**src/rtl/ultrasonido_ranger.sv**
```systemverilog
// ultrasonido_ranger: HC-SR04 trigger/echo engine reporting the echo width in whole centimetres
module ultrasonido_ranger #(
  parameter int TRIG_CYCLES    = 250,
  parameter int CM_CYCLES      = 1450,
  parameter int TIMEOUT_CYCLES = 950000,
  parameter int HOLDOFF_CYCLES = 1500000,
  parameter int DIST_W         = 9
) (
  input  logic              CLKOUT2,
  input  logic              reset,
  input  logic              ENABLE,
  input  logic              echo,
  output logic              trigger,
  output logic [DIST_W-1:0] distance,
  output logic              valid,
  output logic              timeout,
  output logic              busy
);
  localparam int MAX_A = TRIG_CYCLES > TIMEOUT_CYCLES ? TRIG_CYCLES : TIMEOUT_CYCLES;
  localparam int MAX_C = MAX_A > HOLDOFF_CYCLES ? MAX_A : HOLDOFF_CYCLES;
  localparam int CW = $clog2(MAX_C + 1);
  localparam int SW = $clog2(CM_CYCLES + 1);
  localparam logic [CW-1:0] TRIG_END = CW'(TRIG_CYCLES - 1);
  localparam logic [CW-1:0] TO_END   = CW'(TIMEOUT_CYCLES - 1);
  localparam logic [CW-1:0] HO_END   = CW'(HOLDOFF_CYCLES - 1);
  localparam logic [SW-1:0] SUB_END  = SW'(CM_CYCLES - 1);

  typedef enum logic [2:0] {IDLE, TRIG, WAIT_RISE, MEASURE, HOLDOFF} state_t;

  state_t state, nxt;
  logic echo_m, echo_s;
  logic [CW-1:0] cnt, cnt_nxt;
  logic [SW-1:0] sub, sub_nxt;
  logic [DIST_W-1:0] cm, cm_nxt, cm_inc;
  logic rep, rep_to;

  // two-flop synchronizer for the asynchronous echo pin
  always_ff @(posedge CLKOUT2 or negedge reset)
    if (!reset) begin
      echo_m <= 1'b0;
      echo_s <= 1'b0;
    end else begin
      echo_m <= echo;
      echo_s <= echo_m;
    end

  // next state, counters and report request; a low ENABLE overrides everything
  always_comb begin
    nxt     = state;
    cnt_nxt = cnt + 1'b1;
    sub_nxt = sub;
    cm_nxt  = cm;
    rep     = 1'b0;
    rep_to  = 1'b0;
    cm_inc  = (sub == SUB_END && cm != '1) ? cm + 1'b1 : cm;
    if (!ENABLE) begin
      nxt     = IDLE;
      cnt_nxt = '0;
    end else
      case (state)
        IDLE: begin
          nxt     = TRIG;
          cnt_nxt = '0;
        end
        TRIG: if (cnt == TRIG_END) begin
          nxt     = WAIT_RISE;
          cnt_nxt = '0;
        end
        WAIT_RISE: if (echo_s) begin
          nxt     = MEASURE;
          cnt_nxt = '0;
          sub_nxt = '0;
          cm_nxt  = '0;
        end else if (cnt == TO_END) begin
          nxt     = HOLDOFF;
          cnt_nxt = '0;
          rep     = 1'b1;
          rep_to  = 1'b1;
        end
        MEASURE: begin
          sub_nxt = sub == SUB_END ? '0 : sub + 1'b1;
          cm_nxt  = cm_inc;
          if (!echo_s || cnt == TO_END) begin
            nxt     = HOLDOFF;
            cnt_nxt = '0;
            rep     = 1'b1;
            rep_to  = echo_s;
          end
        end
        HOLDOFF: if (cnt == HO_END) begin
          nxt     = TRIG;
          cnt_nxt = '0;
        end
        default: nxt = IDLE;
      endcase
  end

  // state and counter registers
  always_ff @(posedge CLKOUT2 or negedge reset)
    if (!reset) begin
      state <= IDLE;
      cnt   <= '0;
      sub   <= '0;
      cm    <= '0;
    end else begin
      state <= nxt;
      cnt   <= cnt_nxt;
      sub   <= sub_nxt;
      cm    <= cm_nxt;
    end

  // registered outputs; the result includes the count of the cycle the echo is seen low
  always_ff @(posedge CLKOUT2 or negedge reset)
    if (!reset) begin
      trigger  <= 1'b0;
      busy     <= 1'b0;
      valid    <= 1'b0;
      distance <= '0;
      timeout  <= 1'b0;
    end else begin
      trigger  <= nxt == TRIG;
      busy     <= nxt != IDLE;
      valid    <= rep;
      distance <= rep ? (rep_to ? '1 : cm_inc) : distance;
      timeout  <= rep ? rep_to : timeout;
    end
endmodule

```
**config.mk**
```make
export PLATFORM = sky130hd
export DESIGN_NAME = ultrasonido_ranger
export DESIGN_NICKNAME = d
export VERILOG_FILES = /design/src/rtl/ultrasonido_ranger.sv
export SDC_FILE = /design/constraint.sdc
export NUM_CORES = 1
export LEC_CHECK = 0
export CAP_MARGIN = 25
export CORE_MARGIN = 1.5
export CORE_UTILIZATION = 40
export DETAILED_ROUTE_END_ITERATION = 12
export PLACE_DENSITY = 0.66
export SETUP_SLACK_MARGIN = 0.4
export SLEW_MARGIN = 5
export SYNTH_ARGS = -nofsm -noshare
export SYNTH_HDL_FRONTEND = slang
export SYNTH_SLANG_ARGS = --single-unit
```
**constraint.sdc**
```tcl
create_clock -name CLKOUT2 -period 3.5 [get_ports CLKOUT2]
set_input_delay 1.05 -clock CLKOUT2 [delete_from_list [all_inputs] [get_ports CLKOUT2]]
set_output_delay 1.05 -clock CLKOUT2 [all_outputs]
set_load 0.005 [all_outputs]
```
==> impl_metrics.ini <==
[run_status]
outcome = finished, final reports clean

[cells_and_area]
final_util_pct = 48.3
layout-drive-gt1-share_pct = 10.0
antenna_cells = 0
finalInstanceArea_mm2 = 0.00352
fin_cells = 439
nNetsFinal = 345
area_growth_pct = 15.8
n_fill_cell = 741

[route]
vias_per_cell = 5.33
drc = 0
drt-pass1-iter-count = 4
wire_per_inst_um = 14.6
antenna_left = 0
vias = 2340
drtIter0Drc = 148
wirelength_um = 6390

[synthesis]
synth_compound_area_share_pct = 12.8
synth_edf_count = 0
yosys.area_share.simple_pct = 24.7
synth_ff_type = dfrtp_1
synthesis.area_mm2 = 0.00304
synth_top_cell_by_area = dfrtp_1
syn_inst = 312
synth_xor_area_share_pct = 7.77
ys_types = 49
synth_fa_ha_area_share_pct = 2.80
async_flop_share_pct = 100
avgSynthCellArea_um2 = 9.75
synth_top_area_share_pct = 48.5
synth_top_family_by_area = simple AND/OR/NAND/NOR gates
synthMuxAreaShare_pct = 0.658
ys_seq_area_share_pct = 48.5
synth_seq_cells = 59
yosys-top-cells-area = dfrtp_1, xor2_1, nor2_1
yosysWarnings = 0
synth_nets = 322

[critical_path]
reg2regPathDepth = 9
reg2reg_slack_ps = 1050
r2r_start = cm[2]
crit_path_end = cm[5]
cp_max_fo = 12
worstSetupStartpointType = input pin
cp-startpoint = ENABLE
critPathKind = in2reg
arrival_ps = 2760
cp.required_ps = 3750
r2r_end = cm[5]
endpoint_kind = flip-flop

[clock_tree]
clock_latency_ps = 330
cts_tree = built
cts_htree_levels = 3
cts_buffers = 9
post_cts.repair.setup_buffers = 0
clock-root-buffer = clkbuf_8
ctsResizeCount = 0
clkTransAtPathRegs_ps = 70
clock-sinks = 59
cts-hold-fix-buffers = 0
clock_path_buffers = 2

[pwr]
clock_power_share_pct = 46.4
swShare_pct = 21.8
power_density_mw_per_mm2 = 400
p_sw_uw = 307
power_frac_seq_pct = 49.8
p_leak_uw = 0.00152
irDropWorstVdd_v = 0.000212
intPower_uw = 1100
power_frac_comb_pct = 3.8

[floorplan]
die_y_um = 90.2
die_w_um = 90.2
io-pin-count = 17
placementRows = 31
coreArea_mm2 = 0.00729
start_util_pct = 41.7
die_area_mm2 = 0.00814

[grt]
antenna_found_initial = 0
grtUsageTotal_pct = 17.2
use_met3_pct = 3.64
grtUsageMet1_pct = 23.8
grt_pass1_wl_um = 11400
first_global_vias = 2401
grt_max_degree = 34
use_met2_pct = 26.6
busiest_layer = met2
grt_remaining_overflow = 0

[sta]
max_slew_margin_pct = 49.1
fin_crit_ps = 2510
hold_viol = 0
fin_crit_sh_pct = 71.7
timing.hold.ws_ps = 350
final.setup.tns_ps = 0
setup_violations = 0
final_max_slew_viol_count = 0
worstMarginPinSlew_ps = 763
rsz0062_at_grt = no
skew_ps = 10.6
fmax_ghz = 0.398

[placement]
portBuffers = 16
routabilityCongestion = 0.835
hpwl_um = 4220
postPlaceCellArea_mm2 = 0.00331
place_inst = 423

[job]
max-cap-violations = 0

[hold_path]
hp-class = reg2reg
[synthesized netlist by cell type, drive strengths merged, types with 5 or more instances]
library cell,number
xnor2,8
a31oi,6
clkbuf,5
nor2,44
inv,9
dfrtp,59
nand2,26
xor2,19
nand3,14
ha,6
and3,12
a2bb2oi,9
nand4,10
o31ai,6
a21oi,5
o21ai,28
[critical path, cell delays in order]
cell and delay [ps]:
clkdlybuf4s50_1 640, and2_1 260, nand2_1 280, or3_1 440, o21ai_0 90
[final cells by class]
class / count / area (um^2) / area share, %
Clock buffer: 12 / 165 / 4.69
Clock inverter: 4 / 47.5 / 1.35
Inverter: 9 / 33.8 / 0.959
Multi-Input combinational cell: 235 / 1480 / 42.1
Sequential cell: 59 / 1480 / 41.9
Tap cell: 99 / 124 / 3.52
Timing Repair Buffer: 21 / 193 / 5.47
[cell families after synthesis]
| logic type | count (synthesis) |
|---|---|
| adder cells (fa/ha/maj) | 7 |
| multiplexers | 2 |
| XOR/XNOR | 27 |
| AO/OA/AOI/OAI | 60 |
| flip-flops | 59 |
| AND/OR/NAND/NOR | 139 |
| buffers and inverters | 18 |
[layer usage]
metal	vias up	routed length (um)
met5	-	0
met4	0	95
met3	10	274
met2	56	2760
met1	1111	3260
li1	1163	-
[power by group through the flow]
stage          clock network (uW)  registers (uW)  logic (uW)
2_1_floorplan                   0             712        21.6
6_report                      653             701        53.6
4_1_cts                       671             701        55.6
3_5_place_dp                    0             713        55.1
5_1_grt                       704             702        61.2
3_3_place_gp                    0             713        53.8
[worst min-delay path by stage]
stage               cells after the start  startpoint  endpoint  slack, ps
finish                                  0      echo_m    echo_s        350
global route                            0      echo_m    echo_s        370
CTS                                     0      echo_m    echo_s        350
detailed placement                      0      echo_m    echo_s        340
global placement                        0      echo_m    echo_s        340
floorplan                               0      echo_m    echo_s        330
[cells in the final DEF (no fill, tap or decap), drive strengths merged, types with 8 or more instances in the layout]
cell	n
nor2	44
a2bb2oi	9
inv	9
and3	12
nand2	26
o21ai	28
nand4	10
nand3	14
dfrtp	59
clkbuf	12
clkdlybuf4s50	15
xnor2	8
xor2	19
[sequential cells by signal, indices dropped and copies added, names as in the netlist]
name and flops:
busy 1, cm 9, cnt 21, distance 9, echo_m 1, echo_s 1
state 3, sub 11, timeout 1, trigger 1, valid 1
[stage by stage]
step                      total power, uW  worst slack [ps]
after global placement                767               759
after global routing                 1470               830
final                                1410               991
after detailed placement              769               697
after floorplan                       734              1320
after CTS                            1430              1030
Note: power is estimated with default switching activity, not from simulation.
